### src/rtl/sort_job_arbiter.sv
// Round-robin arbiter that runs one sort job at a time on a shared sorter.
// It sequences the sorter through reset, settle, start and wait, then returns the sorted block.
module sort_job_arbiter #(
  parameter int N        = 4,
  parameter int W        = 8,
  parameter int NREQ     = 2,
  parameter int SORT_LAT = 20
) (
  input  logic                      clk,
  input  logic                      rst_n,
  input  logic [NREQ-1:0]           req_valid,
  input  logic [NREQ*N*W-1:0]       req_data,
  output logic [NREQ-1:0]           req_ready,
  output logic                      srt_rst,
  output logic                      srt_start,
  output logic [N*W-1:0]            srt_data_in,
  input  logic [N*W-1:0]            srt_data_out,
  output logic                      rsp_valid,
  output logic [$clog2(NREQ)-1:0]   rsp_id,
  output logic [N*W-1:0]            rsp_data,
  input  logic                      rsp_ready,
  output logic                      busy
);

  localparam int IDW = $clog2(NREQ);
  localparam int CW  = $clog2(SORT_LAT + 1);

  typedef enum logic [2:0] {IDLE, LOAD, SETTLE, START, WAIT, RESP} state_t;

  state_t          state_reg;
  logic [CW-1:0]   wait_cnt_reg;
  logic [IDW-1:0]  last_grant_reg;

  logic [N*W-1:0]  req_block [NREQ];
  logic            grant_found;
  logic [IDW-1:0]  grant_idx;

  for (genvar gi = 0; gi < NREQ; gi++) begin : g_slice
    assign req_block[gi] = req_data[gi*N*W +: N*W];
  end

  // Search upward from the requester after last_grant; lowest offset wins.
  always_comb begin
    int idx;
    idx         = 0;
    grant_found = 1'b0;
    grant_idx   = '0;
    for (int k = NREQ; k >= 1; k--) begin
      idx = int'(last_grant_reg) + k;
      if (idx >= NREQ) idx = idx - NREQ;
      if (req_valid[idx[IDW-1:0]]) begin
        grant_found = 1'b1;
        grant_idx   = idx[IDW-1:0];
      end
    end
  end

  always_comb begin
    req_ready = '0;
    if (rst_n && state_reg == IDLE && grant_found) req_ready[grant_idx] = 1'b1;
  end

  always_ff @(posedge clk) begin
    if (!rst_n) begin
      state_reg      <= IDLE;
      srt_rst        <= 1'b1;
      srt_start      <= 1'b0;
      srt_data_in    <= '0;
      rsp_valid      <= 1'b0;
      rsp_id         <= '0;
      rsp_data       <= '0;
      busy           <= 1'b0;
      wait_cnt_reg   <= '0;
      last_grant_reg <= IDW'(NREQ - 1);
    end else begin
      srt_rst   <= 1'b0;
      srt_start <= 1'b0;
      case (state_reg)
        IDLE: begin
          if (grant_found) begin
            srt_data_in    <= req_block[grant_idx];
            rsp_id         <= grant_idx;
            last_grant_reg <= grant_idx;
            srt_rst        <= 1'b1;
            busy           <= 1'b1;
            state_reg      <= LOAD;
          end
        end
        LOAD: state_reg <= SETTLE;
        SETTLE: begin
          srt_start <= 1'b1;
          state_reg <= START;
        end
        START: begin
          wait_cnt_reg <= CW'(SORT_LAT - 1);
          state_reg    <= WAIT;
        end
        WAIT: begin
          // The sorter output is valid exactly in the last WAIT cycle.
          if (wait_cnt_reg == '0) begin
            rsp_data  <= srt_data_out;
            rsp_valid <= 1'b1;
            state_reg <= RESP;
          end else begin
            wait_cnt_reg <= wait_cnt_reg - CW'(1);
          end
        end
        RESP: begin
          if (rsp_ready) begin
            rsp_valid <= 1'b0;
            busy      <= 1'b0;
            state_reg <= IDLE;
          end
        end
        default: state_reg <= IDLE;
      endcase
    end
  end

endmodule

### config.mk
export PLATFORM = sky130hd
export DESIGN_NAME = sort_job_arbiter
export DESIGN_NICKNAME = d
export VERILOG_FILES = /design/src/rtl/sort_job_arbiter.sv
export SDC_FILE = /design/constraint.sdc
export NUM_CORES = 1
export LEC_CHECK = 0
export ABC_CLOCK_PERIOD_IN_PS = 5850
export CAP_MARGIN = 20
export CORE_UTILIZATION = 43
export DETAILED_ROUTE_END_ITERATION = 8
export GPL_ROUTABILITY_DRIVEN = 1
export PLACE_DENSITY = 0.9
export SYNTH_ARGS = -nofsm -noshare
export SYNTH_HDL_FRONTEND = slang
export SYNTH_SLANG_ARGS = --single-unit
### constraint.sdc
create_clock -name clk -period 5.85 [get_ports clk]
set_clock_uncertainty 0.2 [all_clocks]
set_input_delay 1.17 -clock clk [delete_from_list [all_inputs] [get_ports clk]]
set_output_delay 1.17 -clock clk [all_outputs]
set_load 0.05 [all_outputs]
* Word-level counts from Yosys, hierarchy flattened
Cells that the tools add are included.
** Word-level totals
- Flip-flop bits (word level) :: 78
- Bits of input ports :: 101
- Output and inout port bits :: 71
- Logic and storage cells :: 76
** Cells by class
- Add/sub/neg operators :: 5
- Magnitude comparators :: 7
- Equality and inequality tests :: 9
- Muxes and demuxes :: 30
- Bitwise logic cells :: 1
- Reductions and logical operators :: 14
** Operators with widths (count)
- two-way mux 32 bit :: 3
- case mux 3 bit (6 select lines) :: 1
- two-way mux 1 bit :: 17
- case mux 5 bit (2 select lines) :: 1
- two-way mux 3 bit :: 3
- AND reduction 3 bit :: 3
- != test 2 bit, second input constant :: 4
- == test 3 x 2 -> 1 bit, second input constant :: 2
- == test 3 bit, second input constant :: 2
- less-than comparator 1 x 2 -> 1 bit, second input constant :: 3
- AND reduction 2 bit :: 3
- nonzero test 2 bit :: 3
- zero test 5 bit :: 1
- two-way mux 5 bit :: 1
- subtractor 5 x 1 -> 5 bit, second input constant :: 1
- >= comparator 2 bit, second input constant :: 2
- case mux 1 bit (2 select lines) :: 2
- adder 1 x 2 -> 3 bit, second input constant :: 1
- == test 3 x 1 -> 1 bit, second input constant :: 1
- >= comparator 3 x 2 -> 1 bit, second input constant :: 1
- logical AND 1 bit :: 3
- zero test 3 bit :: 1
- adder 1 x 1 -> 2 bit, second input constant :: 1
- two-way mux 2 bit :: 1
- other kinds (4) :: 5

* Depth between registers and ports, before layout
- Depth in word-level cells :: 12
- Mapped depth :: 7
- Gate-level depth less buffers :: 5

* Least setup slack after synthesis
OpenSTA, ideal clock, no wires.
- Path type :: input -> output
- From :: input port req_valid[0]
- To :: output port req_ready[1]
- Arrival time :: 2.290 ns
- Data required time :: 4.480 ns
- Slack :: 2.190 ns
- Stages on the path :: 5
- Buffers on the path :: 2
- Cell sequence :: nand2_1 -> and3_1 -> clkbuf_1 -> clkbuf_1 -> and2_1
** Between the ends
- Longest elaborated chain between the ends :: 9
- Elaborated cells between the ends (all ways) :: 15
- Classes of those cells :: 2 x order compare; 11 x mux; 2 x reduce/logical
** Ends and longest elaborated chain
- start, declared :: line 11 : input logic [NREQ-1:0] req_valid,
- two-way mux 1 bit (not written as such) (2 in series) :: line 51 : if (req_valid[idx[IDW-1:0]]) begin
- two-way mux 1 bit (2 in series) :: line 51
- less-than comparator 1 x 2 -> 1 bit (not written as such) / >= comparator 1 bit (equally long branches) :: line 60 : if (rst_n && state_reg == IDLE && grant_found) req_ready[grant_idx] = 1'b1;
- logical AND 1 bit (not written as such) :: line 60
- two-way mux 1 bit (not written as such) :: line 60
- demux 1 bit (select 1 bit) :: line 60
- two-way mux 2 bit (*) :: line 60
- end, declared :: line 13 : output logic [NREQ-1:0] req_ready,
Every way passes the cells marked *; elsewhere a longest branch is shown, timed or not. The select of a mux whose other input is x is not followed.

* Worst setup path after layout
- From :: input port req_valid[0]
- To :: output port req_ready[0]
Same word-level chain as after synthesis.

==> impl_metrics.csv <==
group,metric,value,unit
logic_synthesis,synth_mux_area_share,10.3,%
finish,area_growth,58.8,%
timing,drv_slew,0,
placed_design,place_congestion,0.801,
clocking,holdBufCountCts,0,
logic_synthesis,synth-xor-area-share,0.263,%
grt,antenna_found_initial,0,
placed_design,dpl-instance-area,5050,um2
logic_synthesis,yosys_warnings,0,
hold_path,worstHoldStart,"rsp_data[20]",
finish,final_cell_mix,"clkdlybuf4s50_1 (170), nand2_1 (100), dfxtp_1 (78)",
power,seqPwrFrac,37.4,%
timing,fin_crit_sh,79.3,%
detailed_routing,wl_per_cell,14.2,um
critical_path,required,4480,ps
finish,final_common_cell,"clkdlybuf4s50_1",
logic_synthesis,synth_top_family_by_area,"simple AND/OR/NAND/NOR gates",
job,max-cap-violations,0,
finish,fill_cells,547,
logic_synthesis,synthFlopType,"dfxtp_1",
detailed_routing,antenna_left,0,
logic_synthesis,synthCells,387,
placed_design,post-place-ws,1230,ps
grt,grt_max_degree,63,
finish,post-route-util,71.8,%
clocking,cts_tree,"built",
power,p_int,0.00112,W
logic_synthesis,synthAdderAreaFrac,0.376,%
floorplanning,initial_utilization,45.2,%
logic_synthesis,yosysUniqueCellTypes,37,
timing,fmax,0.216,GHz
clocking,clk_pin_slew,80,ps
critical_path,path_max_fanout,33,
detailed_routing,routed_wirelength,9.20,mm
logic_synthesis,avgSynthCellArea,8.61,um2
placed_design,place.port_buffers,171,
floorplanning,core-area,7370,um2
clocking,cts_setup_buffers,0,
logic_synthesis,yosys.area_share.simple,16.0,%
hold_path,worst_hold_path_type,"flop to flop",
timing,relSlewSlack,60.3,%
grt,grt_pass1_vias,3110,
clocking,clkLatencyLatePin,340,ps
power,power_switching_share,36.2,%
clocking,cts_buffer_depth,2,
critical_path,cp-start-kind,"primary input",
logic_synthesis,ys_seq_area_share,46.9,%
logic_synthesis,syn_nets,489,
critical_path,endpoint_kind,"output port",
power,power_density,332,nW/um2
floorplanning,rows,31,
power,power.static_leakage,2.16,nW
grt,grt_pass1_wl,14.8,mm
clocking,clkSinkCount,78,
critical_path,cpMaxStageDelayCell,"clkdlybuf4s50_1",
clocking,clock-root-buffer,"clkbuf_8",
detailed_routing,viasPerCell,5.01,
finish,antennaDiodeCount,0,
timing,hold_viol_final,0,
logic_synthesis,synth_compound_area_share,14.0,%
critical_path,critPathBufInv,3,
critical_path,crit_path_start,"req_valid[0]",
critical_path,cpPeakStageDelay,790,ps
outcome,outcome,"finished, final reports clean",
power,vdd_ir_drop_max,250,uV
logic_synthesis,ys_ff_latch,78,
logic_synthesis,synth_top_area_share,46.9,%
logic_synthesis,syn-cell-area,3330,um2
finish,finalNetCount,648,
timing,tightestPinTransition,595,ps
critical_path,crit_family,"buffers and inverters",
critical_path,r2r_start,"wait_cnt_reg[0]",
floorplanning,fp.dieArea,8100,um2
finish,fin_area,5290,um2
logic_synthesis,synth_top_cell_by_area,"dfxtp_1",
critical_path,path_common_cell,"clkdlybuf4s50_1",
placed_design,dpl.hpwl,6.78,mm
logic_synthesis,synth_area_leaders,"dfxtp_1 (47%), nand2_1 (11%), mux2i_1 (9.9%)",
timing,fin_tns_setup,0,ps
grt,grt_usage,22.6,%
critical_path,cp_data_arrival_time,3270,ps
timing,setup_viol,0,
critical_path,crit_chain,"clkdlybuf4s50_1 -> and3_1 -> buf_4 -> and2_1 -> clkdlybuf4s50_1",
floorplanning,die_h,90.0,um
clocking,cts-htree-levels,3,
detailed_routing,drc,0,
power,clkPwrFrac,26.0,%
grt,grt-ovfl-total,0,
detailed_routing,drt_iter0_drc,177,
logic_synthesis,synth-edff-count,0,
timing,worst_slack,1210,ps
logic_synthesis,async_reset_ff_share,0,%
floorplanning,pin_count,172,
clocking,cts_resized,0,
placed_design,placed_cells,633,
power,p_sw,0.000636,W
detailed_routing,vias,3255,
floorplanning,die_w,90.0,um
timing,grt_setup_unrepaired,"no",
critical_path,crit_type,"primary input to output port",
finish,drive_above_1_share,5.08,%
finish,final_cells,650,
power,p_comb_share,36.6,%
detailed_routing,drtPass1Iterations,9,
clocking,cts_inserted_buffers,9,
timing,finalCriticalPeriod,4640,ps
==> final timing paths <==
kind | to | slack, ps | cells after the start
worst max-delay path | req_ready[0] | 1210 | 5
worst min-delay path | rsp_data[20] | 260 | 2
worst max register to register | rsp_data[17] | 3550 | 6
worst min register to register | rsp_data[20] | 260 | 2
==> cell families after synthesis <==
kind of cell             Yosys count
AND/OR/NAND/NOR                  122
XOR/XNOR                           1
multiplexers                      34
AO/OA/AOI/OAI                     54
buffers and inverters             97
adder cells (fa/ha/maj)            1
flip-flops                        78
==> power groups by stage <==
stage,Sequential (W),Clock (W),Combinational (W)
6_report,0.000656,0.000457,0.000643
2_1_floorplan,0.000891,0,0.000175
3_5_place_dp,0.000668,0,0.000640
5_1_grt,0.000666,0.000488,0.000673
4_1_cts,0.000656,0.000466,0.000642
3_3_place_gp,0.000664,0,0.000630
==> per-stage QoR <==
stage                     power [W]  hold slack, ps
after global placement      0.00129             242
after floorplan             0.00107             246
after global routing        0.00183             280
after CTS                   0.00176             261
final                       0.00176             259
after detailed placement    0.00131             249
==> layout make-up <==
type                            instances  area [um2]  share of cell area, %
Sequential cell                        78        1560                   29.5
Timing Repair Buffer                  177        1750                   33.1
Multi-Input combinational cell        212        1370                   25.8
Clock inverter                          5        81.3                   1.54
Inverter                               68         255                   4.82
Tap cell                               99         124                   2.34
Clock buffer                           11         151                   2.86
==> synthesized netlist by cell type, types with 2 or more instances <==
library cell	instances
buf_8	3
nand3_1	2
and2_1	2
nand2_1	100
nand2b_1	2
nor2_1	2
o21ai_1	2
clkbuf_1	25
a211oi_1	2
mux2i_1	33
o21a_1	4
inv_1	67
dfxtp_1	78
a21oi_1	3
and3_1	4
nor3_1	2
a222oi_1	32
a311oi_1	2
o31ai_1	2
o21ai_0	3
==> routing by layer <==
metal  wire [um]  global-route usage (%)  vias to the layer above
li1            -                       -                     1609
met1        3920                    27.8                     1458
met2        4240                    36.6                      172
met3         843                    7.11                       16
met4         200                    8.74                        0
met5           0                       0                        -
==> worst min-delay path: cells and delay by family, from the launching register on <==
family        cells  cell delay, ps
flops             1             320
simple gates      1              50
mux               1              50
Power figures use the tool's default switching activity.
